[src/rtl/bnn_decrypt_loader.sv]
// bnn_decrypt_loader: feeds cipher bytes to the byte decryptor, packs plain bytes into weight words.
// Optional DEC_TIMEOUT_EN adds a dec_done watchdog with sticky err.
module bnn_decrypt_loader #(
    parameter int WORD_BYTES     = 4,
    parameter int FIFO_DEPTH     = 4,
    parameter int TIMEOUT_CYCLES = 64
) (
    input  logic                          clk,
    input  logic                          rst,
    input  logic                          cin_valid,
    input  logic [7:0]                    cin_data,
    output logic                          cin_ready,
    input  logic                          flush,
    output logic                          dec_start,
    output logic [7:0]                    dec_cipher,
    input  logic [7:0]                    dec_plain,
    input  logic                          dec_done,
    output logic                          w_valid,
    output logic [8*WORD_BYTES-1:0]       w_data,
    input  logic                          w_ready,
    output logic [$clog2(FIFO_DEPTH):0]   fifo_count,
    output logic                          busy,
    output logic                          err
);
    localparam int WW = 8 * WORD_BYTES;
    localparam int BW = $clog2(WORD_BYTES);
    localparam int PW = $clog2(FIFO_DEPTH);
    localparam int CW = PW + 1;

    localparam logic [1:0] S_IDLE      = 2'd0;
    localparam logic [1:0] S_WAIT_DONE = 2'd1;
    localparam logic [1:0] S_WAIT_CLR  = 2'd2;
    localparam logic [1:0] S_FLUSH     = 2'd3;

    localparam logic [BW-1:0] LAST_IDX = BW'(WORD_BYTES - 1);

    logic [1:0]    state;
    logic [BW-1:0] byte_idx;
    logic [WW-1:0] asm_q;
    logic [WW-1:0] asm_lane;
    logic          flush_pending;
    logic [WW-1:0] mem [FIFO_DEPTH];
    logic [PW-1:0] wr_ptr;
    logic [PW-1:0] rd_ptr;
    logic [CW-1:0] count;
    logic          accept;
    logic          done_take;
    logic          push;
    logic          pop;
    logic [WW-1:0] push_data;
    logic          timeout;

    assign cin_ready = !rst && (state == S_IDLE) && !flush_pending
                       && (count < CW'(FIFO_DEPTH));
    assign accept    = cin_valid && cin_ready;
    assign done_take = (state == S_WAIT_DONE) && dec_done;
    assign push      = (done_take && (byte_idx == LAST_IDX)) || (state == S_FLUSH);
    assign push_data = (state == S_FLUSH) ? asm_q : asm_lane;
    assign pop       = w_valid && w_ready;
    assign w_valid   = (count != '0);
    assign w_data    = mem[rd_ptr];
    assign fifo_count = count;
    assign busy      = (state != S_IDLE) || (byte_idx != '0);

    // Assembly word with the incoming plain byte dropped into its lane
    always_comb begin
        asm_lane = asm_q;
        asm_lane[{byte_idx, 3'b000} +: 8] = dec_plain;
    end

`ifdef DEC_TIMEOUT_EN
    localparam int TW = $clog2(TIMEOUT_CYCLES + 1);
    logic [TW-1:0] tcnt;
    logic          err_q;

    assign timeout = (state == S_WAIT_DONE) && !dec_done
                     && (tcnt == TW'(TIMEOUT_CYCLES - 1));
    assign err = err_q;

    // Watchdog: count WAIT_DONE cycles without completion, latch err on expiry
    always_ff @(posedge clk) begin
        if (rst) begin
            tcnt  <= '0;
            err_q <= 1'b0;
        end else begin
            if ((state == S_WAIT_DONE) && !dec_done) tcnt <= tcnt + 1'b1;
            else tcnt <= '0;
            if (timeout) err_q <= 1'b1;
        end
    end
`else
    assign timeout = 1'b0;
    assign err     = 1'b0;
`endif

    // Sequencer FSM: one byte per decryptor round trip, flush serviced from IDLE
    always_ff @(posedge clk) begin
        if (rst) begin
            state         <= S_IDLE;
            byte_idx      <= '0;
            asm_q         <= '0;
            flush_pending <= 1'b0;
            dec_start     <= 1'b0;
            dec_cipher    <= '0;
        end else begin
            if (flush)
                flush_pending <= 1'b1;
            else if ((state == S_FLUSH) ||
                     ((state == S_IDLE) && flush_pending && (byte_idx == '0)))
                flush_pending <= 1'b0;
            unique case (state)
                S_IDLE: begin
                    if (accept) begin
                        dec_cipher <= cin_data;
                        dec_start  <= 1'b1;
                        state      <= S_WAIT_DONE;
                    end else if (flush_pending && (byte_idx != '0)) begin
                        state <= S_FLUSH;
                    end
                end
                S_WAIT_DONE: begin
                    if (dec_done) begin
                        dec_start <= 1'b0;
                        state     <= S_WAIT_CLR;
                        if (byte_idx == LAST_IDX) begin
                            byte_idx <= '0;
                            asm_q    <= '0;
                        end else begin
                            byte_idx <= byte_idx + 1'b1;
                            asm_q    <= asm_lane;
                        end
                    end else if (timeout) begin
                        dec_start <= 1'b0;
                        state     <= S_WAIT_CLR;
                    end
                end
                S_WAIT_CLR: begin
                    if (!dec_done) state <= S_IDLE;
                end
                S_FLUSH: begin
                    asm_q    <= '0;
                    byte_idx <= '0;
                    state    <= S_IDLE;
                end
                default: state <= S_IDLE;
            endcase
        end
    end

    // FIFO pointers and occupancy
    always_ff @(posedge clk) begin
        if (rst) begin
            wr_ptr <= '0;
            rd_ptr <= '0;
            count  <= '0;
        end else begin
            if (push) wr_ptr <= wr_ptr + 1'b1;
            if (pop)  rd_ptr <= rd_ptr + 1'b1;
            if (push && !pop)      count <= count + 1'b1;
            else if (pop && !push) count <= count - 1'b1;
        end
    end

    // FIFO storage, contents need no reset
    always_ff @(posedge clk) begin
        if (push) mem[wr_ptr] <= push_data;
    end
endmodule

[config.mk]
export PLATFORM = sky130hd
export DESIGN_NAME = bnn_decrypt_loader
export DESIGN_NICKNAME = d
export VERILOG_FILES = /design/src/rtl/bnn_decrypt_loader.sv
export SDC_FILE = /design/constraint.sdc
export NUM_CORES = 1
export LEC_CHECK = 0
export BUFFER_PORTS_ARGS = -buffer_cell sky130_fd_sc_hd__clkbuf_2
export CORE_ASPECT_RATIO = 1.25
export CORE_MARGIN = 2
export CORE_UTILIZATION = 35
export CTS_CLUSTER_DIAMETER = 30
export DETAILED_ROUTE_END_ITERATION = 7
export HOLD_SLACK_MARGIN = 0.03
export PLACE_DENSITY = 0.59
export SETUP_SLACK_MARGIN = 0.3
export SLEW_MARGIN = 20
export SYNTH_ARGS = -nofsm -noshare
export SYNTH_HDL_FRONTEND = slang
export SYNTH_SLANG_ARGS = --single-unit
[constraint.sdc]
create_clock -name clk -period 2.95 [get_ports clk]
set_input_delay 0.59 -clock clk [delete_from_list [all_inputs] [get_ports clk]]
set_output_delay 0.59 -clock clk [all_outputs]
set_load 0.02 [all_outputs]
==> flow_summary_export.csv <==
group,metric,value,unit
timing,hold_viol,0,
worst_setup_path,crit_chain,"buf_12 -> mux4_2 -> clkbuf_2",
place,port_buffers,68,
pwr,ir_worst_vdd,0.000346,V
timing,fin_setup_tns,0,ps
worst_setup_path,end_kind,"output pin",
worst_setup_path,max_stage_delay,570,ps
worst_setup_path,arrival,1810,ps
cells_and_area,final_common_cell,"edfxtp_1",
place,postPlaceCellArea,0.00808,mm2
hold_path,min_from,"flush",
global_route,grt_pass1_wl,24200,um
detailed_routing,wirelength,14800,um
timing,finalSetupViolCount,0,
timing,rsz0062_at_grt,"no",
worst_setup_path,crit_path_start_kind,"flop",
worst_setup_path,crit_family,"multiplexers",
synthesis,yosysWarnings,0,
die,die_w,134,um
clock_tree,cts_buffers,17,
cells_and_area,num_antenna_cells,0,
synthesis,synth-async-reset-ratio,0,%
die,rows,59,
detailed_routing,first_iter_violations,372,
clock_tree,clockBufferDepth,2,
timing,clock_skew,6.52,ps
clock_tree,cts_num_sinks,183,
clock_tree,htreeDepth,4,
detailed_routing,ant_nets,0,
cells_and_area,drive_above_1_share,32.0,%
clock_tree,clk_latency,430,ps
worst_setup_path,cpMaxStageDelayCell,"mux4_2",
cells_and_area,final_cell_mix,"128 x edfxtp_1, 68 x clkbuf_2, 54 x dfxtp_1, 48 x a22o_1, 32 x mux4_2",
detailed_routing,dr.pass1.iters,4,
detailed_routing,drc,0,
die,fp.dieH,166,um
synthesis,synth_nets,472,
place,dp_slack,462,ps
worst_setup_path,required,2360,ps
global_route,grt_max_degree,33,
detailed_routing,vias_per_cell,5.17,
synthesis,synth-edff-count,128,
synthesis,netlist-cell-type-count,57,
die,start_util,35.6,%
synthesis,ys.flop_type,"edfxtp_1",
clock_tree,cts_root_buf,"clkbuf_16",
worst_setup_path,crit_fanout,32,
timing,final.setup.worst_slack,554,ps
die,core,0.0207,mm2
cells_and_area,final_core_util,41.8,%
worst_setup_path,rr_startpoint,"byte_idx[0]$_SDFFE_PP0P_",
die,ios,70,
timing,fmax,417,MHz
cells_and_area,num-nets-final,552,
detailed_routing,met2_length,7720,um
timing,maxSlewHeadroom,65.2,%
clock_tree,cts_tree,"built",
detailed_routing,vias,4166,
place,place_inst,774,
synthesis,syn_area_per_cell,16.8,um2
global_route,grtUsageTotal,14.2,%
timing,period_minus_slack,2400,ps
pwr,leakage,0.00312,uW
flow_run,max_cap_violations,0,
clock_tree,cts_setup_buffers,0,
timing,period_share,81.2,%
die,die_area,0.0223,mm2
synthesis,synthCells,439,
detailed_routing,top_layer,"met4",
clock_tree,cts_resized,0,
global_route,antenna_found_initial,0,
synthesis,ys_ff_latch,183,
pwr,powerDensity,679,mW/mm2
cells_and_area,syn2layout_area_growth,17.3,%
global_route,grt-ovfl-total,0,
synthesis,yosysSeqAreaShare,66.9,%
clock_tree,clkTransAtPathRegs,70,ps
global_route,first_global_vias,4389,
timing,tightest_slew,520,ps
detailed_routing,routed-wl-met3,740,um
worst_setup_path,path_buf_inv,2,
detailed_routing,wl_per_cell,18.4,um
timing,final_max_slew_viol_count,0,
outcome,outcome,"finished clean",
hold_path,hold_class,"input pin to flop",
synthesis,syn_area,0.00739,mm2
cells_and_area,final_cells,806,
clock_tree,cts_hold_buf,0,
worst_setup_path,criticalPathCategory,"flop to output pin",
cells_and_area,final_cell_area,0.00866,mm2
place,dp_hpwl,9530,um
detailed_routing,wl_met1,6110,um
place,gp_congestion,0.794,
-- per-stage QoR --
| stage | power, uW | hold slack (ps) |
|---|---|---|
| after detailed placement | 3750 | 446 |
| after global placement | 3740 | 443 |
| after global routing | 6130 | 383 |
| final | 5880 | 376 |
| after CTS | 5950 | 362 |
| after floorplan | 3510 | 430 |
-- path summary, 6_finish.rpt --
kind	end	slack [ps]	cells past startpoint
min reg2reg	dec_start$_SDFFE_PP0P_	460	2
min	flush_pending$_SDFFE_PP0P_	380	3
max	w_data[20]	550	3
max reg2reg	mem[2][21]$_DFFE_PP_	640	6
-- per-layer routing --
metal / vias to the layer above / GRT usage (%)
met4: 0 / 5.60
met3: 22 / 3.35
met5: - / 0
met2: 113 / 24.6
met1: 2100 / 17.1
li1: 1931 / -
-- power breakdown --
group	leakage (uW)	switching [uW]	internal, uW	total (uW)
Sequential	0.00167	43.8	2820	2860
Combinational	0.00118	500	322	822
Clock	0.000266	996	1210	2200
Total	0.00312	1540	4340	5880
-- worst min-delay path, stage by stage --
cell,delay (ps)
clkbuf_2,80
a31oi_1,30
nor2_1,60
-- state kept, by name, indices dropped and copies added, names as in the netlist, named ones only --
register and cells:
rd_ptr 2, wr_ptr 2, mem 128, asm_q 32
byte_idx 2, state 2, flush_pending 1, dec_cipher 8
fifo_count 3, dec_start 1
-- synthesized netlist by cell type, types with 3 or more instances --
master / n / area (um2)
ha_1: 10 / 125
mux4_2: 32 / 721
buf_2: 8 / 40.0
a31o_2: 6 / 52.6
a21oi_1: 11 / 55.1
a22o_1: 48 / 420
o21ai_0: 5 / 25.0
nand2_1: 8 / 30.0
nand3_1: 4 / 20.0
o2bb2ai_1: 4 / 35.0
nand4_1: 3 / 18.8
nor4_4: 3 / 63.8
buf_4: 5 / 37.5
buf_6: 3 / 33.8
xor2_1: 4 / 35.0
inv_1: 9 / 33.8
clkbuf_1: 4 / 15.0
and2_1: 10 / 62.6
edfxtp_1: 128 / 3840
a32oi_1: 4 / 35.0
o21a_1: 3 / 22.5
and3_1: 14 / 87.6
nor2_1: 12 / 45.0
nor2b_1: 3 / 18.8
dfxtp_1: 55 / 1100
-- cell families after synthesis --
group           Yosys count  share of synthesized area [%]
other cells               1                         0.0508
simple gates             73                           6.81
mux                      34                           10.0
compound gates          103                           11.5
buf+inv                  30                           2.22
fa+ha+maj                11                           1.96
xor+xnor                  4                          0.474
flops                   183                           66.9
-- area by class of cell --
class | instances | area [um2]
Tap cell | 274 | 343
Fill cell | 1849 | 12100
Clock buffer | 18 | 439
Clock inverter | 14 | 141
Inverter | 9 | 33.8
Timing Repair Buffer | 82 | 483
Sequential cell | 183 | 4950
Multi-Input combinational cell | 226 | 2280
No activity file was read; power rests on OpenSTA's default activity.
